--- src/rtl/gpio_cmd_if.sv ---
// gpio_cmd_if: bundle between local control, the command master and the register-file GPIO ports
// cfg_req/cfg_sel/cfg_data -> cfg_ack/cfg_done : register write request and its handshake pulses
// rd_req -> rd_ack/rd_done                      : BER count readout request and its handshake pulses
// busy                                          : master is in a command sequence
// bit_count_*/error_count_*                     : last completed 64-bit count readout
// gpio_cmd / gpio_rsp                           : command word to, response word from, the register file
interface gpio_cmd_if #(parameter int GPIO_LEN = 32);
    logic                  cfg_req;
    logic [1:0]            cfg_sel;
    logic [22:0]           cfg_data;
    logic                  cfg_ack;
    logic                  cfg_done;
    logic                  rd_req;
    logic                  rd_ack;
    logic                  rd_done;
    logic                  busy;
    logic [2*GPIO_LEN-1:0] bit_count_r;
    logic [2*GPIO_LEN-1:0] bit_count_i;
    logic [2*GPIO_LEN-1:0] error_count_r;
    logic [2*GPIO_LEN-1:0] error_count_i;
    logic [GPIO_LEN-1:0]   gpio_cmd;
    logic [GPIO_LEN-1:0]   gpio_rsp;
    modport master (
        input  cfg_req, cfg_sel, cfg_data, rd_req, gpio_rsp,
        output cfg_ack, cfg_done, rd_ack, rd_done, busy,
               bit_count_r, bit_count_i, error_count_r, error_count_i, gpio_cmd
    );
    modport slave (
        output cfg_req, cfg_sel, cfg_data, rd_req, gpio_rsp,
        input  cfg_ack, cfg_done, rd_ack, rd_done, busy,
               bit_count_r, bit_count_i, error_count_r, error_count_i, gpio_cmd
    );
endinterface

--- src/rtl/gpio_cmd_master.sv ---
// gpio_cmd_master: issues DSP GPIO config writes and the latch + eight-read BER count readout
// clk, rst : clock and synchronous active-high reset
// bus      : gpio_cmd_if master side (requests/acks, count outputs, gpio_cmd/gpio_rsp)
module gpio_cmd_master #(
    parameter int GPIO_LEN   = 32,
    parameter int OPCODE_LEN = 8,
    parameter int RSP_WAIT   = 1
) (
    input logic        clk,
    input logic        rst,
    gpio_cmd_if.master bus
);
    localparam int DATA_LEN = GPIO_LEN - OPCODE_LEN - 1;
    localparam logic [2:0] IDLE      = 3'd0;
    localparam logic [2:0] CFG       = 3'd1;
    localparam logic [2:0] CFG_GAP   = 3'd2;
    localparam logic [2:0] LATCH     = 3'd3;
    localparam logic [2:0] LATCH_GAP = 3'd4;
    localparam logic [2:0] RD_ISSUE  = 3'd5;
    localparam logic [2:0] RD_WAIT   = 3'd6;
    localparam logic [2:0] DONE      = 3'd7;
    localparam logic [3:0] WAIT_LAST = 4'(RSP_WAIT - 1);

    logic [2:0]            state, state_nxt;
    logic [2:0]            k;
    logic [3:0]            wcnt;
    logic                  last_wait;
    logic [GPIO_LEN-1:0]   cmd_q, cmd_nxt;
    logic [GPIO_LEN-1:0]   shadow [8];
    logic [2*GPIO_LEN-1:0] bit_r, bit_i, err_r, err_i;

    function automatic logic [GPIO_LEN-1:0] word(input logic [OPCODE_LEN-1:0] op,
                                                 input logic [DATA_LEN-1:0] data);
        return {op, 1'b1, data};
    endfunction

    function automatic logic [OPCODE_LEN-1:0] rd_op(input logic [2:0] kk);
        return OPCODE_LEN'({2'b10, 3'b000, kk});
    endfunction

    assign last_wait         = state == RD_WAIT && wcnt == WAIT_LAST;
    assign bus.cfg_ack       = state == IDLE && bus.cfg_req;
    assign bus.rd_ack        = state == IDLE && !bus.cfg_req && bus.rd_req;
    assign bus.cfg_done      = state == CFG_GAP;
    assign bus.rd_done       = state == DONE;
    assign bus.busy          = state != IDLE;
    assign bus.gpio_cmd      = cmd_q;
    assign bus.bit_count_r   = bit_r;
    assign bus.bit_count_i   = bit_i;
    assign bus.error_count_r = err_r;
    assign bus.error_count_i = err_i;

    // gpio_cmd is registered, so the word for the next state is formed here and
    // loaded on the same edge as the state; every command is followed by a zero word.
    always_comb begin
        state_nxt = state;
        cmd_nxt   = '0;
        case (state)
            IDLE: begin
                if (bus.cfg_req) begin
                    state_nxt = CFG;
                    cmd_nxt   = word(OPCODE_LEN'(bus.cfg_sel), DATA_LEN'(bus.cfg_data));
                end else if (bus.rd_req) begin
                    state_nxt = LATCH;
                    cmd_nxt   = word(OPCODE_LEN'(8'h88), '0);
                end
            end
            CFG:       state_nxt = CFG_GAP;
            CFG_GAP:   state_nxt = IDLE;
            LATCH:     state_nxt = LATCH_GAP;
            LATCH_GAP: begin
                state_nxt = RD_ISSUE;
                cmd_nxt   = word(rd_op(3'd0), '0);
            end
            RD_ISSUE:  state_nxt = RD_WAIT;
            RD_WAIT: begin
                if (last_wait) begin
                    state_nxt = (k == 3'd7) ? DONE : RD_ISSUE;
                    cmd_nxt   = (k == 3'd7) ? '0 : word(rd_op(k + 3'd1), '0);
                end
            end
            default:   state_nxt = IDLE;
        endcase
    end

    always_ff @(posedge clk) begin
        if (rst) begin
            state  <= IDLE;
            cmd_q  <= '0;
            k      <= '0;
            wcnt   <= '0;
            shadow <= '{default: '0};
            bit_r  <= '0;
            bit_i  <= '0;
            err_r  <= '0;
            err_i  <= '0;
        end else begin
            state <= state_nxt;
            cmd_q <= cmd_nxt;
            wcnt  <= (state == RD_WAIT) ? wcnt + 4'd1 : '0;
            if (state == LATCH_GAP)
                k <= '0;
            else if (last_wait)
                k <= k + 3'd1;
            if (last_wait)
                shadow[k] <= bus.gpio_rsp;
            // The last word comes straight from gpio_rsp so all four counters update together.
            if (last_wait && k == 3'd7) begin
                bit_r <= {shadow[0], shadow[1]};
                bit_i <= {shadow[2], shadow[3]};
                err_r <= {shadow[4], shadow[5]};
                err_i <= {shadow[6], bus.gpio_rsp};
            end
        end
    end
endmodule

--- src/flat_wrapper.sv ---
// flat-port wrapper written by rule: the top's interface ports become plain ports
module gpio_cmd_master_flat 
#(
    parameter int GPIO_LEN   = 32,
    parameter int OPCODE_LEN = 8,
    parameter int RSP_WAIT   = 1
)
  (clk, rst, bus_cfg_req, bus_cfg_sel, bus_cfg_data, bus_rd_req, bus_gpio_rsp, bus_cfg_ack, bus_cfg_done, bus_rd_ack, bus_rd_done, bus_busy, bus_bit_count_r, bus_bit_count_i, bus_error_count_r, bus_error_count_i, bus_gpio_cmd);
  gpio_cmd_if #(.GPIO_LEN(GPIO_LEN)) bus_i ();
  input logic clk;
  input logic rst;
  input wire logic [$bits(bus_i.cfg_req)-1:0] bus_cfg_req;
  input wire logic [$bits(bus_i.cfg_sel)-1:0] bus_cfg_sel;
  input wire logic [$bits(bus_i.cfg_data)-1:0] bus_cfg_data;
  input wire logic [$bits(bus_i.rd_req)-1:0] bus_rd_req;
  input wire logic [$bits(bus_i.gpio_rsp)-1:0] bus_gpio_rsp;
  output wire logic [$bits(bus_i.cfg_ack)-1:0] bus_cfg_ack;
  output wire logic [$bits(bus_i.cfg_done)-1:0] bus_cfg_done;
  output wire logic [$bits(bus_i.rd_ack)-1:0] bus_rd_ack;
  output wire logic [$bits(bus_i.rd_done)-1:0] bus_rd_done;
  output wire logic [$bits(bus_i.busy)-1:0] bus_busy;
  output wire logic [$bits(bus_i.bit_count_r)-1:0] bus_bit_count_r;
  output wire logic [$bits(bus_i.bit_count_i)-1:0] bus_bit_count_i;
  output wire logic [$bits(bus_i.error_count_r)-1:0] bus_error_count_r;
  output wire logic [$bits(bus_i.error_count_i)-1:0] bus_error_count_i;
  output wire logic [$bits(bus_i.gpio_cmd)-1:0] bus_gpio_cmd;
  assign bus_i.cfg_req = bus_cfg_req;
  assign bus_i.cfg_sel = bus_cfg_sel;
  assign bus_i.cfg_data = bus_cfg_data;
  assign bus_i.rd_req = bus_rd_req;
  assign bus_i.gpio_rsp = bus_gpio_rsp;
  assign bus_cfg_ack = bus_i.cfg_ack;
  assign bus_cfg_done = bus_i.cfg_done;
  assign bus_rd_ack = bus_i.rd_ack;
  assign bus_rd_done = bus_i.rd_done;
  assign bus_busy = bus_i.busy;
  assign bus_bit_count_r = bus_i.bit_count_r;
  assign bus_bit_count_i = bus_i.bit_count_i;
  assign bus_error_count_r = bus_i.error_count_r;
  assign bus_error_count_i = bus_i.error_count_i;
  assign bus_gpio_cmd = bus_i.gpio_cmd;
  gpio_cmd_master #(.GPIO_LEN(GPIO_LEN), .OPCODE_LEN(OPCODE_LEN), .RSP_WAIT(RSP_WAIT)) u_core (.clk(clk), .rst(rst), .bus(bus_i));
endmodule
--- config.mk ---
export PLATFORM = sky130hd
export DESIGN_NAME = gpio_cmd_master_flat
export DESIGN_NICKNAME = d
export VERILOG_FILES = /design/src/rtl/gpio_cmd_if.sv /design/src/rtl/gpio_cmd_master.sv /design/src/flat_wrapper.sv
export SDC_FILE = /design/constraint.sdc
export NUM_CORES = 1
export LEC_CHECK = 0
export CAP_MARGIN = 25
export CORE_ASPECT_RATIO = 0.75
export CORE_UTILIZATION = 53
export DETAILED_ROUTE_END_ITERATION = 12
export HOLD_SLACK_MARGIN = 0.1
export PLACE_DENSITY = 0.81
export SKIP_LAST_GASP = 1
export SYNTH_ARGS = -nofsm -noshare
export SYNTH_HDL_FRONTEND = slang
export SYNTH_SLANG_ARGS = --single-unit
--- constraint.sdc ---
create_clock -name clk -period 2.25 [get_ports clk]
set_clock_uncertainty 0.15 [all_clocks]
set_input_delay 0.225 -clock clk [delete_from_list [all_inputs] [get_ports clk]]
set_output_delay 0.225 -clock clk [all_outputs]
set_load 0.01 [all_outputs]
==> Word-level counts from Yosys, hierarchy flattened <==
Index checks and enable logic that the tools add are counted.
{ "totals": {"inputBits": 61, "register_bits": 554} }
{ "classes": {"n_reduce_logical": 13, "n_mux": 13, "magnitude_cmp": 2, "n_eq_ne": 10, "n_addsub": 2, "bitwise_logic": 2} }
{ "ops": {"columns": ["operator", "count"], "rows": [
  ["256-bit bitwise mux", 1],
  ["32-bit 2-to-1 mux", 5],
  ["32-bit demux with 3-bit select", 1],
  ["32-bit one-hot mux with 3 select lines", 1],
  ["3-bit one-hot mux with 6 select lines", 1],
  ["3-bit == test, second input constant", 5],
  ["3-bit 2-to-1 mux", 3],
  ["3-bit by 2-bit == test with 1-bit output, second input constant", 2],
  ["1-bit logical AND", 6],
  ["4-bit by 1-bit adder with 4-bit output, second input constant", 1],
  ["4-bit greater-or-equal comparator, second input constant", 1],
  ["4-bit zero test", 1],
  ["4-bit by 1-bit < comparator with 1-bit output, second input constant", 1],
  ["3-bit NOT with 4-bit output", 1],
  ["2-bit OR reduction", 2],
  ["3-bit by 1-bit adder with 3-bit output, second input constant", 1],
  ["3-bit by 1-bit == test with 1-bit output, second input constant", 1],
  ["3-bit zero test", 1],
  ["3-bit != test, second input constant", 1],
  ["3-bit nonzero test", 1],
  ["2-bit 2-to-1 mux", 1],
  ["2-bit by 1-bit != test with 1-bit output, second input constant", 1],
  ["2-bit AND reduction", 1],
  ["1-bit zero test", 1],
  ["1-bit NOT", 1]
]} }

==> Logic depth before layout (Yosys ltp) <==
Gate-level depths: netlist of the first run.
{ "depth": {"depth_word": 6, "depth_mapped": 8, "depth_no_buf": 5} }

==> Least setup slack after synthesis of the first run <==
OpenSTA, ideal clock, no wires.
{ "synth_timing": {"kind": "register to register", "startpoint": "reg u_core.wcnt[0]", "endpoint": "reg u_core.shadow[161] (netlist name)", "path_stages_with_launch": 8, "required_ns": 2.028, "path_slack_ns": 0.255, "arrival_ns": 1.773, "path_cell_list": "dfxtp_1 > inv_1 > ha_1 > or3b_1 > buf_6 > nor4_4 > buf_6 > mux2i_1"} }
{ "synth_via": {"elab_chain_len": 2} }
{ "synth_rtl": {"columns": ["element", "line_no", "source"], "rows": [
  ["from (decl)", "gpio_cmd_master.sv:26", "logic [3:0] wcnt;"],
  ["from (signal assigned)", "gpio_cmd_master.sv:100", "wcnt <= (state == RD_WAIT) ? wcnt + 4'd1 : '0;"],
  ["4-bit zero test", "gpio_cmd_master.sv:41", "assign last_wait = state == RD_WAIT && wcnt == WAIT_LAST;"],
  ["1-bit logical AND", "gpio_cmd_master.sv:41", null],
  ["to (signal, indexed assignment)", "gpio_cmd_master.sv:106", "shadow[k] <= bus.gpio_rsp;"],
  ["to (decl)", "gpio_cmd_master.sv:29", "logic [GPIO_LEN-1:0] shadow [8];"]
]} }
Every way passes these cells.
A chain may end at the register's enable or synchronous reset.

==> Worst setup path in the final report of the first run <==
{ "layout_timing": {"startpoint": "reg u_core.state[1]", "endpoint": "out bus_rd_ack"} }
{ "layout_via": {"elab_chain_len": 3} }
{ "layout_rtl": {"columns": ["element", "line_no", "source"], "rows": [
  ["from (decl)", "gpio_cmd_master.sv:24", "logic [2:0] state, state_nxt;"],
  ["from (signal assigned)", "gpio_cmd_master.sv:98", "state <= state_nxt;"],
  ["3-bit zero test", "gpio_cmd_master.sv:43", "assign bus.rd_ack = state == IDLE && !bus.cfg_req && bus.rd_req;"],
  ["1-bit logical AND (2 in series)", "gpio_cmd_master.sv:43", null],
  ["to (decl)", "flat_wrapper.sv:19", "output wire logic [$bits(bus_i.rd_ack)-1:0] bus_rd_ack;"]
]} }
Every way passes these cells.

==> results of run 1 <==
[area by class of cell]
| class | instances | area, µm² | share of cell area (%) |
|---|---|---|---|
| flip-flops and latches | 519 | 10400 | 39.9 |
| multi-input cells | 1093 | 8750 | 33.6 |
| repair buffers | 437 | 4550 | 17.5 |
| clock buffers | 73 | 1490 | 5.72 |
| well taps | 504 | 631 | 2.42 |
| clock inverters | 12 | 191 | 0.736 |
| inverters | 7 | 26.3 | 0.101 |
[power by group]
group	internal [mW]	total, mW	switching, mW
registers	9.22	9.23	0.0121
clock network	5.13	8.55	3.43
logic	0.416	0.798	0.381
total	14.8	18.6	3.82
[critical path, delay by kind of cell, from the launching register on]
kind | cells | cell delay (ns)
buf+inv | 2 | 0.18
simple gates | 2 | 0.79
flops | 1 | 0.32
[flip-flops by register name, summed over array words and instances, names as in the netlist]
| name | cells |
|---|---|
| u_core.bus.error_count_r | 64 |
| u_core.bus.bit_count_i | 64 |
| u_core.k | 3 |
| u_core.bus.gpio_cmd | 29 |
| u_core.wcnt | 4 |
| u_core.state | 3 |
| u_core.shadow | 224 |
| u_core.bus.bit_count_r | 64 |
| u_core.bus.error_count_i | 64 |
[how the worst min path moves through the flow]
stage | end | slack, ns | cells past startpoint
floorplan | u_core.bus.gpio_cmd[0] | 0.20 | 1
global placement | u_core.wcnt[0] | 0.30 | 1
detailed placement | u_core.wcnt[0] | 0.30 | 1
CTS | u_core.bus.gpio_cmd[27] | 0.30 | 3
global route | u_core.shadow[134] | 0.33 | 4
finish | u_core.wcnt[0] | 0.32 | 1
[stage by stage]
stage	area [µm²]	utilization [%]	hold WS [ns]	setup TNS, ns	std cells
after floorplan	19900	-	0.197	0	1772
after global placement	24100	65.0	0.300	0	2531
after detailed placement	24100	65.0	0.301	0	2531
after CTS	26000	70.2	0.303	-0.0880	2642
after global routing	26000	70.3	0.327	-0.0225	2645
final	26000	70.3	0.317	0	2645
[cells by family (layout without fill, tap and decap cells)]
logic type / Yosys count / in the layout
buffers and inverters: 160 / 529
AND/OR/NAND/NOR: 584 / 584
AO/OA/AOI/OAI: 19 / 19
other: 1 / 3
adder cells (fa/ha/maj): 4 / 4
flip-flops: 519 / 519
XOR/XNOR: 3 / 3
multiplexers: 480 / 480
[layer usage]
| layer | track usage (%) | part of all wire, % |
|---|---|---|
| met3 | 4.71 | 5.1 |
| met2 | 39.3 | 45 |
| met1 | 36.0 | 48 |
| met4 | 7.22 | 2.2 |
| met5 | 0 | 0 |
[cell usage in the layout, fill, tap and decap left out, types with 6 or more instances in the layout]
master | netlist | final
clkbuf_1 | 59 | 9
clkbuf_16 | 0 | 51
nor2_1 | 8 | 8
and2_1 | 23 | 23
inv_1 | 7 | 7
nand2_1 | 7 | 7
dlygate4sd3_1 | 0 | 26
a21oi_1 | 6 | 6
nand2b_1 | 513 | 513
clkdlybuf4s50_1 | 0 | 345
buf_12 | 0 | 26
buf_4 | 34 | 35
clkbuf_8 | 0 | 13
mux2i_1 | 480 | 480
dfxtp_1 | 519 | 519
[what timing repair did]
| action | in CTS | in global routing |
|---|---|---|
| hold endpoints to repair | 54 | 0 |
| endpoints found under the setup margin | 4 | 171 |
| gates resized for setup | 7 | 4 |
| pin swaps | 1 | 2 |
| buffers inserted | 0 | 3 |
| hold buffers | 26 | 0 |
| cloned | 0 | 0 |
==> results.toml, run 1 <==
[clock_tree]
cts_root_buf = "clkbuf_16"
clk_pin_slew_ns = 0.06
clock_latency_ns = 0.56
cts_tree = "yes"
clockBufferDepth = 3
cts_sinks = 519
htreeDepth = 2
cts_made_buffers = 49

[job]
maxCapViolations = 0

[die]
dieArea_mm2 = 0.0383
top_level_ports = 354
coreArea_mm2 = 0.0370
die_h_um = 170
start_util_pct = 53.7
die_w_um = 226
rows = 61

[timing]
worst_slew_pin_slew_ns = 0.741
fmaxAchievable_mhz = 454
finalSetupViolations = 0
hold_violations = 0
finalMaxSlewViolations = 0
setup_slack_ns = 0.0469
rsz0062_at_grt = "true"
min_period_ns = 2.20
post-route-period-util_pct = 97.9
relSlewSlack_pct = 50.6

[critical_path]
arrival_ns = 1.83
ff2ff_setup_slack_ns = 0.13
worstSetupEndpoint = "bus_rd_ack"
critPathLaunchType = "flop"
r2r_start = "u_core.k[1]"
crit_chain = "or3_4, or3b_4, inv_1, buf_2"
crit_fanout = 2
crit-reg2reg-capture = "u_core.bus.bit_count_r[60]"
max_stage_delay_ns = 0.40
crit_slowest_cell = "or3b_4"
reg2reg_depth = 5
critPathLaunch = "u_core.state[1]"
required_ns = 1.88
path_class = "reg -> out"
endpoint_kind = "output port"

[synth]
muxShareOfSynthArea_pct = 24.2
synthXorXnorAreaFrac_pct = 0.132
synth_compound_area_share_pct = 0.610
synth_top_family_by_area = "multiplexers"
netlist_top_cells_area = "dfxtp_1 52%, mux2i_1 24%, nand2b_1 16%"
ys.flop_type = "dfxtp_1"
postSynthAreaPerCell_um2 = 11.2
yosysTopAreaCell = "dfxtp_1"
synth_fa_ha_area_share_pct = 0.252
synth_cell_types = 46
synth_seq_cells = 519
netlist_instances = 1770
netlist_area_mm2 = 0.0199
async_flop_share_pct = 0
yosysTopAreaCellShare_pct = 52.2
yosysMostFrequentCell = "dfxtp_1"
ys.warnings.count = 0
synthTopCellsByCount = "519 x dfxtp_1, 513 x nand2b_1, 480 x mux2i_1, 59 x clkbuf_1, 34 x buf_4"
seq_area_frac_synth_pct = 52.2
synth-simple-area-share_pct = 18.6
synth-edff-count = 0

[route]
wl_per_cell_um = 18.8
via_count = 13500
ant_nets = 0
firstDrtPassIters = 7
detail_route.vias_per_cell = 5.10
drtIter0Drc = 716
drc = 0
wirelength_um = 49700

[placement]
dp_slack_ns = 0.0603
io_buffers = 350
hpwl_um = 33000
gp_congestion = 0.837

[pwr]
powerDensity_mw_per_mm2 = 714
vdd_drop_max_v = 0.000510
leakage_nw = 9.15
power_mw = 18.6

[grt]
grt_use_total_pct = 25.4
grt_start_max_net_pins = 83
grt_pass1_wl_um = 75700
grt_overflow = 0
grt_pass1_vias = 13400
antenna_found_initial = 0

[final_layout]
nets = 2172
fillers = 2714
drive_gt1_share_pct = 7.29
antenna_cells = 0
syn_to_final_growth_pct = 30.9

[hold_path]
hp-class = "reg -> reg"
hp-start = "u_core.wcnt[0]"

[run_status]
status = "completed"
Power figures use the tool's default switching activity.
==> run 2: changes to the inputs <==
--- a/config.mk
+++ b/config.mk
@@ -5,12 +5,14 @@
 export SDC_FILE = /design/constraint.sdc
 export NUM_CORES = 1
 export LEC_CHECK = 0
+export ABC_CLOCK_PERIOD_IN_PS = 2600
 export CAP_MARGIN = 25
 export CORE_ASPECT_RATIO = 0.75
-export CORE_UTILIZATION = 53
+export CORE_UTILIZATION = 59
 export DETAILED_ROUTE_END_ITERATION = 12
+export DONT_BUFFER_PORTS = 1
 export HOLD_SLACK_MARGIN = 0.1
-export PLACE_DENSITY = 0.81
+export PLACE_DENSITY = 0.76
 export SKIP_LAST_GASP = 1
 export SYNTH_ARGS = -nofsm -noshare
 export SYNTH_HDL_FRONTEND = slang
==> constraint.sdc (replaced) <==
create_clock -name clk -period 2.6 [get_ports clk]
set_clock_uncertainty 0.15 [all_clocks]
set_input_delay 0.26 -clock clk [delete_from_list [all_inputs] [get_ports clk]]
set_output_delay 0.26 -clock clk [all_outputs]
set_load 0.01 [all_outputs]
==> run 2 against run 1 <==
Via count rose by 3.3%. Total power is 16% lower. Setup slack improved by 0.015 ns. Sequential share of layout area grew 0.42 points. Register-to-register slack lost 0.07 ns. Clock power fell by 17%. Count of clock-buffer cells in the layout shrank 4. Combinational power shrank 41%. Flip-flop and latch count is the same. Critical path type is now reg -> reg. Critical endpoint is now u_core.bus.gpio_cmd[25]. Highest routed layer unchanged.
==> results.toml, run 2 (same netlist as run 1, synthesis figures left out) <==
[clock_tree]
clockBufferDepth = 3
cts_root_buf = "clkbuf_16"
cts_made_buffers = 48
cts_tree = "yes"
clk_pin_slew_ns = 0.07
clock_latency_ns = 0.55
cts_sinks = 519
htreeDepth = 2

[final_layout]
final_util_pct = 78.5
top_register = "u_core.shadow"
syn_to_final_growth_pct = 29.5
fillers = 1994
nets = 2167
ff_latch_area_mm2 = 0.0104
largest_register_ffs = 224
multi_input_area_mm2 = 0.00876
final_common_cell = "dfxtp_1"
layout_common_cells = "518 x dfxtp_1, 513 x nand2b_1, 480 x mux2i_1, 403 x dlygate4sd3_1, 49 x clkbuf_16"
layout.cells.non_filler = 2578
drive_gt1_share_pct = 5.62

[critical_path]
required_ns = 2.89
path_depth = 4
critPathLaunchType = "flop"
crit_slowest_cell = "o21ai_0"
r2r_start = "u_core.state[1]"
critPathBufInv = 2
reg2reg_depth = 4
crit-reg2reg-capture = "u_core.bus.gpio_cmd[25]"
critPathLaunch = "u_core.state[1]"
worstSetupEndpoint = "u_core.bus.gpio_cmd[25]"
cp_top_family = "buffers and inverters"
ff2ff_setup_slack_ns = 0.06
arrival_ns = 2.82
crit_fanout = 13
path_class = "reg -> reg"
endpoint_kind = "flop"
max_stage_delay_ns = 0.69
crit_chain = "inv_1, o21ai_0, a21oi_1, dlygate4sd3_1"

[timing]
finalMaxSlewViolations = 0
hold_violations = 0
min_period_ns = 2.54
post-route-period-util_pct = 97.6
finalSetupViolations = 0
rsz0062_at_grt = "true"
fmaxAchievable_mhz = 394
relSlewSlack_pct = 45.1
worst_slew_pin_slew_ns = 0.824

[die]
dieArea_mm2 = 0.0345
start_util_pct = 60.6
rows = 57
die_h_um = 161
die_w_um = 214
coreArea_mm2 = 0.0328
top_level_ports = 354

[run_status]
status = "completed"

[route]
drc = 0
via_count = 13900
firstDrtPassIters = 5
drtIter0Drc = 879
wirelength_um = 53800
detail_route.vias_per_cell = 5.40
ant_nets = 0
wl_per_cell_um = 20.9

[pwr]
powerDensity_mw_per_mm2 = 606
vdd_drop_max_v = 0.000586
leakage_nw = 8.67

[grt]
grt_pass1_vias = 14600
grt_pass1_wl_um = 83500
grt_overflow = 0
antenna_found_initial = 1
grt_start_max_net_pins = 324
grt_use_total_pct = 30.7

[placement]
io_buffers = 0
gp_congestion = 0.821
hpwl_um = 28900
placed_cells = 2087

[job]
maxCapViolations = 0

[hold_path]
hp-class = "in -> reg"
==> run 2: changes by cell type in the layout (fill, tap and decap cells not counted), sizes merged, moves of 2 or more <==
cell | previous run | this run
dlygate4sd2 | 2 | 0
clkbuf | 73 | 69
dlygate4sd3 | 26 | 403
clkinv | 5 | 9
clkdlybuf4s50 | 345 | 0
buf | 63 | 29
==> run 2: per-layer routing <==
metal | routed length, µm | global-route usage (%) | part of all wire, %
met5 | 0 | 0 | 0
met4 | 1650 | 10.5 | 3.1
met3 | 4360 | 9.38 | 8.1
met2 | 24900 | 50.1 | 46
met1 | 22900 | 38.7 | 43
==> run 2: cell type report <==
cell class	instances	share of cell area (%)
multi-input cells	1093	34.0
repair buffers	433	17.2
inverters	7	0.102
clock buffers	69	5.44
flip-flops and latches	519	40.4
clock inverters	14	0.685
diodes	1	0.00972
well taps	442	2.15
==> run 2: timing repair <==
item / in CTS / in global routing
endpoints found under the hold margin: 519 / 0
buffers inserted: 0 / 3
hold buffers: 404 / 0
gates resized for setup: 0 / 8
setup endpoints to repair: 0 / 18
==> run 2: through the flow <==
step                      hold slack [ns]  area [µm²]  TNS (ns)  power (mW)  worst slack [ns]
final                               0.101       25800         0        15.6            0.0618
after global routing                0.137       25800   -0.0363        16.0           -0.0363
after CTS                           0.105       25700         0        15.6            0.0258
after detailed placement            0.235       20100         0        8.52             0.326
after global placement              0.226       20100         0        8.52             0.391
after floorplan                     0.232       19900         0        8.51             0.605
==> run 2: worst min-delay path by stage <==
stage / depth (start not counted) / from / slack [ns] / endpoint
global placement: 1 / rst / 0.23 / u_core.k[0]
CTS: 2 / bus_gpio_rsp[14] / 0.10 / u_core.shadow[78]
finish: 2 / bus_gpio_rsp[14] / 0.10 / u_core.shadow[78]
global route: 2 / bus_gpio_rsp[28] / 0.14 / u_core.shadow[252]
floorplan: 1 / bus_cfg_data[0] / 0.23 / u_core.bus.gpio_cmd[0]
detailed placement: 1 / bus_cfg_data[21] / 0.24 / u_core.bus.gpio_cmd[21]
==> run 2: power breakdown <==
group | total (mW) | internal [mW] | switching (mW)
combinational | 0.473 | 0.238 | 0.235
sequential | 8.02 | 7.98 | 0.0402
clock | 7.12 | 4.13 | 2.99
==> run 3: changes to the inputs <==
--- a/config.mk
+++ b/config.mk
@@ -9,6 +9,7 @@
 export CAP_MARGIN = 25
 export CORE_ASPECT_RATIO = 0.75
 export CORE_UTILIZATION = 59
+export CTS_CLUSTER_DIAMETER = 60
 export DETAILED_ROUTE_END_ITERATION = 12
 export DONT_BUFFER_PORTS = 1
 export HOLD_SLACK_MARGIN = 0.1
==> results of run 3 <==
The final DEF is identical to that of run 2; final timing and power are the same.
